### config.mk
export PLATFORM = sky130hd
export DESIGN_NAME = rf_access_arbiter
export DESIGN_NICKNAME = d
export VERILOG_FILES = /design/src/rtl/rf_access_arbiter_pkg.sv /design/src/rtl/rf_access_arbiter_rr_arb2.sv /design/src/rtl/rf_access_arbiter.sv
export SDC_FILE = /design/constraint.sdc
export NUM_CORES = 1
export LEC_CHECK = 0
export BUFFER_PORTS_ARGS = -buffer_cell sky130_fd_sc_hd__buf_2
export CAP_MARGIN = 5
export CORE_MARGIN = 2
export CORE_UTILIZATION = 44
export DETAILED_ROUTE_END_ITERATION = 10
export HOLD_SLACK_MARGIN = 0.03
export PLACE_DENSITY = 0.76
export REMOVE_ABC_BUFFERS = 1
export SETUP_SLACK_MARGIN = 0.02
export SKIP_CTS_REPAIR_TIMING = 1
export SLEW_MARGIN = 20
export SYNTH_ARGS = -nofsm -noshare
export SYNTH_HDL_FRONTEND = slang
export SYNTH_SLANG_ARGS = --single-unit
### constraint.sdc
create_clock -name i_CLK -period 1.5 [get_ports i_CLK]
set_input_delay 0.15 -clock i_CLK [delete_from_list [all_inputs] [get_ports i_CLK]]
set_output_delay 0.15 -clock i_CLK [all_outputs]
set_load 0.005 [all_outputs]
### src/rtl/rf_access_arbiter_pkg.sv
// ============================================================================
// rf_access_arbiter_pkg : shared state, command and reserved-address defs
// Revision 1.0
// ============================================================================
`default_nettype none

package rf_access_arbiter_pkg;

    typedef enum logic [1:0] {
        ST_IDLE  = 2'd0,
        ST_WRITE = 2'd1,
        ST_READ  = 2'd2,
        ST_DONE  = 2'd3
    } state_e;

    localparam logic CMD_READ   = 1'b0;
    localparam logic CMD_WRITE  = 1'b1;
    localparam logic OWNER_REQ0 = 1'b0;
    localparam logic OWNER_REQ1 = 1'b1;

    // Highest register address reserved for the system controller.
    localparam int unsigned RF_PROT_ADDR_MAX = 3;

    function automatic logic wr_blocked(input logic        owner,
                                        input logic        wr,
                                        input int unsigned addr,
                                        input int unsigned prot_max);
        return (owner == OWNER_REQ1) && (wr == CMD_WRITE) && (addr <= prot_max);
    endfunction

endpackage

`default_nettype wire

### src/rtl/rf_access_arbiter_rr_arb2.sv
// ============================================================================
// rf_access_arbiter_rr_arb2 : 2-way round-robin picker with last-grant register
// Revision 1.0
// ============================================================================
`default_nettype none

module rf_access_arbiter_rr_arb2 (
    input  logic       clk_i,
    input  logic       rst_ni,
    input  logic [1:0] req_i,
    input  logic       accept_i,
    output logic [1:0] gnt_o
);

    // last_q = 1 means Req1 won last, so a tie goes to Req0.
    logic last_q, last_d;

    assign gnt_o[0] = req_i[0] & (~req_i[1] | last_q);
    assign gnt_o[1] = req_i[1] & (~req_i[0] | ~last_q);

    always_comb begin
        last_d = last_q;
        if (accept_i && (gnt_o != 2'b00)) begin
            last_d = gnt_o[1];
        end
    end

    always_ff @(posedge clk_i or negedge rst_ni) begin
        if (!rst_ni) begin
            last_q <= 1'b1;
        end else begin
            last_q <= last_d;
        end
    end

endmodule

`default_nettype wire

### src/rtl/rf_access_arbiter.sv
// ============================================================================
// rf_access_arbiter : round-robin sharing of the single-port register file
// Revision 1.0
// ============================================================================
`default_nettype none

module rf_access_arbiter
    import rf_access_arbiter_pkg::*;
#(
    parameter int unsigned DATA_WIDTH    = 8,
    parameter int unsigned ADDR_WIDTH    = 4,
    parameter int unsigned TIMEOUT       = 16,
    parameter int unsigned PROT_ADDR_MAX = RF_PROT_ADDR_MAX
) (
    input  logic                  i_CLK,
    input  logic                  i_RST,
    input  logic                  i_REQ0,
    input  logic                  i_REQ1,
    input  logic                  i_WR0,
    input  logic                  i_WR1,
    input  logic [ADDR_WIDTH-1:0] i_ADDR0,
    input  logic [ADDR_WIDTH-1:0] i_ADDR1,
    input  logic [DATA_WIDTH-1:0] i_WDATA0,
    input  logic [DATA_WIDTH-1:0] i_WDATA1,
    output logic                  o_ACK0,
    output logic                  o_ACK1,
    output logic                  o_ERR,
    output logic [DATA_WIDTH-1:0] o_RDATA,
    output logic                  o_WrEn,
    output logic                  o_RdEn,
    output logic [ADDR_WIDTH-1:0] o_Address,
    output logic [DATA_WIDTH-1:0] o_WrData,
    input  logic [DATA_WIDTH-1:0] i_RdData,
    input  logic                  i_RdData_Valid
);

    localparam int unsigned            CNT_W    = $clog2(TIMEOUT);
    localparam logic [CNT_W-1:0]       CNT_LAST = CNT_W'(TIMEOUT - 1);

    state_e                state_q, state_d;
    logic                  owner_q, owner_d;
    logic                  wr_q, wr_d;
    logic [ADDR_WIDTH-1:0] addr_q, addr_d;
    logic [DATA_WIDTH-1:0] wdata_q, wdata_d;
    logic                  err_q, err_d;
    logic [DATA_WIDTH-1:0] rdata_q, rdata_d;
    logic [CNT_W-1:0]      cnt_q, cnt_d;

    logic [1:0]            gnt;
    logic                  grant_en;
    logic                  blocked;

    assign grant_en = (state_q == ST_IDLE);
    assign blocked  = wr_blocked(owner_q, wr_q, 32'(addr_q), PROT_ADDR_MAX);

    rf_access_arbiter_rr_arb2 u_rr_arb2 (
        .clk_i    (i_CLK),
        .rst_ni   (i_RST),
        .req_i    ({i_REQ1, i_REQ0}),
        .accept_i (grant_en),
        .gnt_o    (gnt)
    );

    always_comb begin
        state_d   = state_q;
        owner_d   = owner_q;
        wr_d      = wr_q;
        addr_d    = addr_q;
        wdata_d   = wdata_q;
        err_d     = err_q;
        rdata_d   = rdata_q;
        cnt_d     = cnt_q;
        o_ACK0    = 1'b0;
        o_ACK1    = 1'b0;
        o_ERR     = 1'b0;
        o_RDATA   = '0;
        o_WrEn    = 1'b0;
        o_RdEn    = 1'b0;
        o_Address = '0;
        o_WrData  = '0;

        case (state_q)
            ST_IDLE: begin
                if (gnt != 2'b00) begin
                    owner_d = gnt[1];
                    wr_d    = gnt[1] ? i_WR1    : i_WR0;
                    addr_d  = gnt[1] ? i_ADDR1  : i_ADDR0;
                    wdata_d = gnt[1] ? i_WDATA1 : i_WDATA0;
                    err_d   = 1'b0;
                    rdata_d = '0;
                    cnt_d   = '0;
                    state_d = (wr_d == CMD_WRITE) ? ST_WRITE : ST_READ;
                end
            end
            ST_WRITE: begin
                o_Address = addr_q;
                o_WrData  = wdata_q;
                if (blocked) begin
                    err_d = 1'b1;
                end else begin
                    o_WrEn = 1'b1;
                end
                state_d = ST_DONE;
            end
            ST_READ: begin
                o_RdEn    = 1'b1;
                o_Address = addr_q;
                cnt_d     = cnt_q + 1'b1;
                // Valid on the last allowed cycle still counts as success.
                if (i_RdData_Valid) begin
                    rdata_d = i_RdData;
                    err_d   = 1'b0;
                    state_d = ST_DONE;
                end else if (cnt_q == CNT_LAST) begin
                    rdata_d = '0;
                    err_d   = 1'b1;
                    state_d = ST_DONE;
                end
            end
            ST_DONE: begin
                o_ACK0  = (owner_q == OWNER_REQ0);
                o_ACK1  = (owner_q == OWNER_REQ1);
                o_ERR   = err_q;
                o_RDATA = rdata_q;
                cnt_d   = '0;
                state_d = ST_IDLE;
            end
            default: state_d = ST_IDLE;
        endcase
    end

    always_ff @(posedge i_CLK or negedge i_RST) begin
        if (!i_RST) begin
            state_q <= ST_IDLE;
            owner_q <= OWNER_REQ0;
            wr_q    <= CMD_READ;
            addr_q  <= '0;
            wdata_q <= '0;
            err_q   <= 1'b0;
            rdata_q <= '0;
            cnt_q   <= '0;
        end else begin
            state_q <= state_d;
            owner_q <= owner_d;
            wr_q    <= wr_d;
            addr_q  <= addr_d;
            wdata_q <= wdata_d;
            err_q   <= err_d;
            rdata_q <= rdata_d;
            cnt_q   <= cnt_d;
        end
    end

endmodule

`default_nettype wire

==> metrics.txt, run 1 <==
FP Rows=22; failing checks=negative setup slack; Seq pwr share=between 30% and 40%; Starting Density=a little under half; final slew viol count=0; GRT Residual Overflow=0; Top Usage Layer GRT=met2; worst min-delay path class=in2reg; DP Worst Slack=-0.00798 ns; outcome=finished, violations left; depth of the CTS H-tree=2; vias in the first global route=around 1300; Clk pwr share=a little over an eighth; Via density=4.99; number of port buffers=63; YS warnings=0; CP Launch Type=flip-flop; MaxCap Viol Count=0; drt wl/cell=13.2 microns; CTS Buf Count=5; Slew HR=56.0%; DP HPWL=2.66 mm; Die Footprint=4250 sq um; Max VDD drop=~0.79 mV; initial antenna violation count=0; Cell Chain, Critical Path=ha_2, nor2b_4, a22oi_2, buf_4, buf_6, nand4_1, o21ai_1; Layout Nets=roughly 300; CTS sink cnt=30; Setup CP Type=reg2reg; fin crit share=101%; Final Hold Fails=0; Post-Layout Cell Count=297; root buffer cell=clkbuf_8; total iterations of the first detailed-routing run=4; CP endpoint kind=flip-flop; CTS tree=done; Pint=2.89 mW; #FFs+latches synth=30; met1 Use GR=a little under a quarter; Synth Area per Inst=9.59 sq um; Chip Height=about 65 microns; layout cells sized above 1=44.6%; sw frac=36.0%; Worst-Margin Slew=0.660 ns; post-route minimum period=between 1.5 and 2 ns; CP bufs+invs=2; clock skew=0.00317 ns; Ports=between 60 and 70; area growth from synthesis to layout=43.8%; sequential cell area fraction in the yosys report=45.6%; antenna cell count=0; Post-Syn Area=around 1600 sq um; Gate Count Post-Synth=172; clk slew on worst S/H paths=approximately 0.06 ns; final WL=3.92 mm; met3 GRT Util=between 3 and 4%; largest net degree at the start of global routing=31; cell family with most CP delay=flip-flops; antenna-violating nets left=0; WHS=0.112 ns; maximum clock frequency=between 600 and 700 MHz; Unique masters post-synth=31; DP Cell Count=285; final worst slack=-0.0186 ns; DR vias=1481; combinational power share=55.7%; Clk Latency, worst-skew pair=0.27 ns; met2 capacity usage during global routing=29.3%; Crit path arrival time=1.72 ns; CP max stage cell=dfrtp_1; die width=65.2 microns; clock buffer depth=2; gpl congestion=0.832; total power draw=4.52 mW; sw power=~1.6 mW; CP required=1.70 ns; RSZ-0062 raised after global routing=yes; Residual DRC=0; core area=3630 sq um; LEAKAGE=approximately 1.2 nW; total track usage=18.1%; first-pass GRT wire length=5.98 mm; Power Density=1910 nW/um^2; Initial DRC Count=67; slowest stage delay, CP=0.41 ns; Critical Path Fanout Max=8; Final TNS setup=-0.172 ns; Setup-failing EPs final=14
worst paths after layout:
kind | start | to | slack (ns) | cells after the start
worst min-delay path | i_REQ0 | u_rr_arb2.last_q | 0.11 | 2
worst max-delay path | state_q[1] | rdata_q[7] | -0.02 | 7
min in group asynchronous | i_RST | wdata_q[5] | 0.46 | 2
worst min register to register | wdata_q[3] | wdata_q[3] | 0.47 | 2
max in group asynchronous | i_RST | state_q[1] | 0.61 | 2
worst max register to register | state_q[1] | rdata_q[7] | -0.02 | 7
cell usage in the layout (no fill, tap or decap), drive strengths merged, types with 6 or more instances in the layout:
cell type | netlist | layout
nand2 | 19 | 19
inv | 11 | 11
dfrtp | 29 | 29
clkbuf | 3 | 6
o21ai | 26 | 26
nand4 | 8 | 8
buf | 6 | 79
and2 | 23 | 23
mux2i | 15 | 15
ha | 6 | 6
cell families after synthesis:
family          count (synthesis)  share of synthesized area, %
compound gates                 39                          14.5
buf+inv                        20                          5.54
flops                          30                          45.6
simple gates                   62                          20.7
fa+ha+maj                       6                          4.55
mux                            15                          9.10
flip-flops by register name, indices dropped and copies added, names as in the netlist:
register,flops
wdata_q,8
rdata_q,8
owner_q,1
state_q,2
addr_q,4
wr_q,1
u_rr_arb2.last_q,1
err_q,1
cnt_q,4
synthesized netlist by cell type:
master    instances  area share (%)
a31oi_1           1            0.38
a21boi_4          1             1.1
o31a_1            1            0.53
ha_1              6             4.6
buf_6             1            0.68
o21a_1            1            0.46
nor3b_2           1            0.76
nor2_2            1            0.38
nand2_1          19             4.3
nor2b_1           2            0.76
o21ai_1           2            0.61
a21o_1            1            0.46
mux2i_1          15             9.1
a22oi_2           1            0.76
or2_2             1            0.38
a22o_1            3             1.6
o22ai_1           1            0.38
dfrtp_1          29              44
o21ai_0          24             7.3
nand2b_1          2            0.76
nand3_1           3            0.91
dfstp_2           1             1.6
nand4_1           8             3.0
buf_4             1            0.46
inv_1            11             2.5
buf_2             4             1.2
and2_1           23             8.7
nor2_1            1            0.23
a21oi_1           3            0.91
nand3b_1          1            0.46
clkbuf_1          3            0.68
stage by stage:
step           utilization [%]  area (sq um)
3_3_place_gp              56.6          2060
2_1_floorplan                -          1600
6_report                  65.3          2370
3_5_place_dp              56.6          2060
4_1_cts                   58.9          2140
5_1_grt                   65.3          2370
power by group through the flow:
| stage | registers [mW] | logic, mW | clock network (mW) |
|---|---|---|---|
| floorplan | 1.33 | 1.07 | 0 |
| global placement | 1.35 | 1.75 | 0 |
| detailed placement | 1.37 | 1.80 | 0 |
| CTS | 1.36 | 1.80 | 0.634 |
| global route | 1.42 | 2.76 | 0.691 |
| finish | 1.38 | 2.52 | 0.620 |
final cells by class:
cell class              count  area [sq um]
multi-input cells         122           893
well taps                  48          60.1
clock buffers               6          82.6
inverters                  11          41.3
flip-flops and latches     30           752
repair buffers             80           542
fillers                   309          1260
routing by layer:
metal  routed length, microns  part of all wire, %
met5                        0                    0
met4                       78                  2.0
met3                      176                  4.5
met2                     1980                   50
met1                     1690                   43
Note: power is estimated with default switching activity, not from simulation.
==> run 2, diff against run 1 <==
--- a/config.mk
+++ b/config.mk
@@ -5,7 +5,7 @@
 export SDC_FILE = /design/constraint.sdc
 export NUM_CORES = 1
 export LEC_CHECK = 0
-export BUFFER_PORTS_ARGS = -buffer_cell sky130_fd_sc_hd__buf_2
+export BUFFER_PORTS_ARGS = -buffer_cell sky130_fd_sc_hd__buf_4
 export CAP_MARGIN = 5
 export CORE_MARGIN = 2
 export CORE_UTILIZATION = 44
==> run 2 against run 1 <==
The flow still finishes with violations (negative setup slack). Clock skew is 0.0027 ns higher. Final area is 3.1% higher. Largest power group unchanged. Critical endpoint is now o_WrData[7]. Core utilization is 2.0 points higher. Largest cell class unchanged. Maximum frequency is 0.64% lower. Clock power is 6.8% higher.
==> metrics.txt, run 2 (synthesis gave the netlist of run 1 again) <==
outcome=finished, violations left; failing checks=negative setup slack; Critical Path Fanout Max=8 (unchanged); Worst-Margin Slew=0.373 ns (-0.287 ns); total track usage=19.6% (+1.5 points); Setup-failing EPs final=13 (-1); Starting Density=45.4% (unchanged); slowest stage delay, CP=0.40 ns (about the same); WHS=0.0593 ns (-0.0527 ns); Slew HR=75.1% (+19 points); commonest non-fill, non-tap cells in the layout=74 x buf_4, 28 x dfrtp_1, 23 x and2_1; core area=3630 sq um (unchanged); layout cells sized above 1=41.4% (-3.1 points); met2 capacity usage during global routing=31.3% (+1.9 points); CTS tree=done; FP Rows=22 (unchanged); maximum clock frequency=654 MHz (-0.64%); antenna-violating nets left=0 (unchanged); DP Cell Count=286 (+0.35%); final worst slack=-0.0284 ns (-0.00985 ns); Initial DRC Count=74 (+10%); LEAKAGE=1.20 nW (+0.92%); Final TNS setup=-0.260 ns (-0.0882 ns); final slew viol count=0 (unchanged); Residual DRC=0 (unchanged); CP max stage cell=dfrtp_1; DR vias=1464 (-1.1%); DP Area=2220 sq um (+8.0%); worst min-delay path class=in2reg; GRT Residual Overflow=0 (unchanged); met1 Use GR=24.5% (+0.95 points); clk slew on worst S/H paths=0.06 ns (about the same); Die Footprint=4250 sq um (unchanged); root buffer cell=clkbuf_8; Post-Layout Cell Count=299 (+0.67%); die width=65.2 microns (unchanged); met3 GRT Util=3.42% (unchanged); CP required=1.35 ns (-0.35 ns); CP endpoint kind=primary output; Largest regs=rdata_q (8), wdata_q (8); Via density=4.90 (-1.8%); final WL=3.85 mm (-1.8%); Crit path arrival time=1.38 ns (-0.34 ns); CP Launch Type=flip-flop; CTS Buf Count=5 (unchanged); total iterations of the first detailed-routing run=4 (unchanged); depth of the CTS H-tree=2 (unchanged); Ports=64 (unchanged); vias in the first global route=1422 (+8.3%); Power Density=1790 nW/um^2 (-5.9%); Setup CP Type=reg2out; clock buffer depth=2 (unchanged); CTS sink cnt=30 (unchanged); initial antenna violation count=0 (unchanged); Chip Height=65.2 microns (unchanged); RSZ-0062 raised after global routing=yes; Layout Nets=295 (unchanged); gpl congestion=0.848 (+1.9%); first-pass GRT wire length=6.33 mm (+5.9%); Max VDD drop=0.983 mV (+25%); largest net degree at the start of global routing=31 (unchanged); commonest non-fill, non-tap cell in the layout=buf_4; post-route minimum period=1.53 ns (+0.00985 ns); MaxCap Viol Count=0 (unchanged); Clk Latency, worst-skew pair=0.29 ns (+0.02 ns); CP most frequent cell=buf_6; Final Hold Fails=0 (unchanged); DP Worst Slack=0.00600 ns (+0.0140 ns); Cell Chain, Critical Path=buf_6, ha_4, buf_6, and2_1, buf_4; post-route cell area=2440 sq um (+3.1%); antenna cell count=0 (unchanged); fin crit share=102% (+0.66 points); DP HPWL=2.70 mm (+1.6%); drt wl/cell=12.9 microns (-2.5%); Top Usage Layer GRT=met2; area growth from synthesis to layout=48.2%; number of port buffers=63 (unchanged); clock skew=0.00588 ns (+0.00271 ns)
[run 2: changes by cell type in the layout (fill, tap and decap cells not counted), moves of 6 or more]
cell and change:
buf_6 -10, and2_4 -10, o21ai_1 -6, buf_4 +63
and2_1 +10, buf_2 -52, o21ai_0 +6
[run 2: where the power goes]
group          internal, mW  switching (mW)
combinational          1.24            1.09
sequential             1.17           0.217
clock                 0.369           0.293
total                  2.78            1.60
[run 2: area by class of cell]
class,instances,area [sq um]
multi-input combinational,122,876
sequential,30,753
timing repair buffer,80,622
clock inverter,1,5.00
inverter,11,41.3
fill,302,1190
tap,48,60.1
clock buffer,7,86.3
[run 2: through the flow]
| step | total power, mW | utilization (%) |
|---|---|---|
| 5_1_grt | 4.76 | 67.3 |
| 6_report | 4.38 | 67.3 |
| 3_5_place_dp | 3.34 | 61.2 |
| 4_1_cts | 4.03 | 63.7 |
| 2_1_floorplan | 2.40 | - |
| 3_3_place_gp | 3.28 | 61.2 |
[run 2: critical path: cells and delay by family (launching register included)]
family / cells / cell delay [ns]
flops: 1 / 0.40
buf+inv: 3 / 0.40
simple gates: 1 / 0.13
fa+ha+maj: 1 / 0.17
[run 2: path summary, 6_finish.rpt]
kind,startpoint,to,slack [ns],cells past startpoint
setup / recovery,state_q[0],o_WrData[7],-0.03,5
setup reg to reg,state_q[1],state_q[1],0.02,7
hold / removal,i_REQ0,u_rr_arb2.last_q,0.06,2
max in group asynchronous,i_RST,u_rr_arb2.last_q,0.86,2
hold reg to reg,wdata_q[5],wdata_q[5],0.47,2
min in group asynchronous,i_RST,wdata_q[6],0.33,2
[run 2: routing by layer]
layer | vias up | routed length [microns] | share of wire (%)
met5 | - | 0 | 0
met3 | 12 | 170 | 4.4
li1 | 742 | - | -
met4 | 0 | 124 | 3.2
met1 | 680 | 1700 | 44
met2 | 30 | 1850 | 48
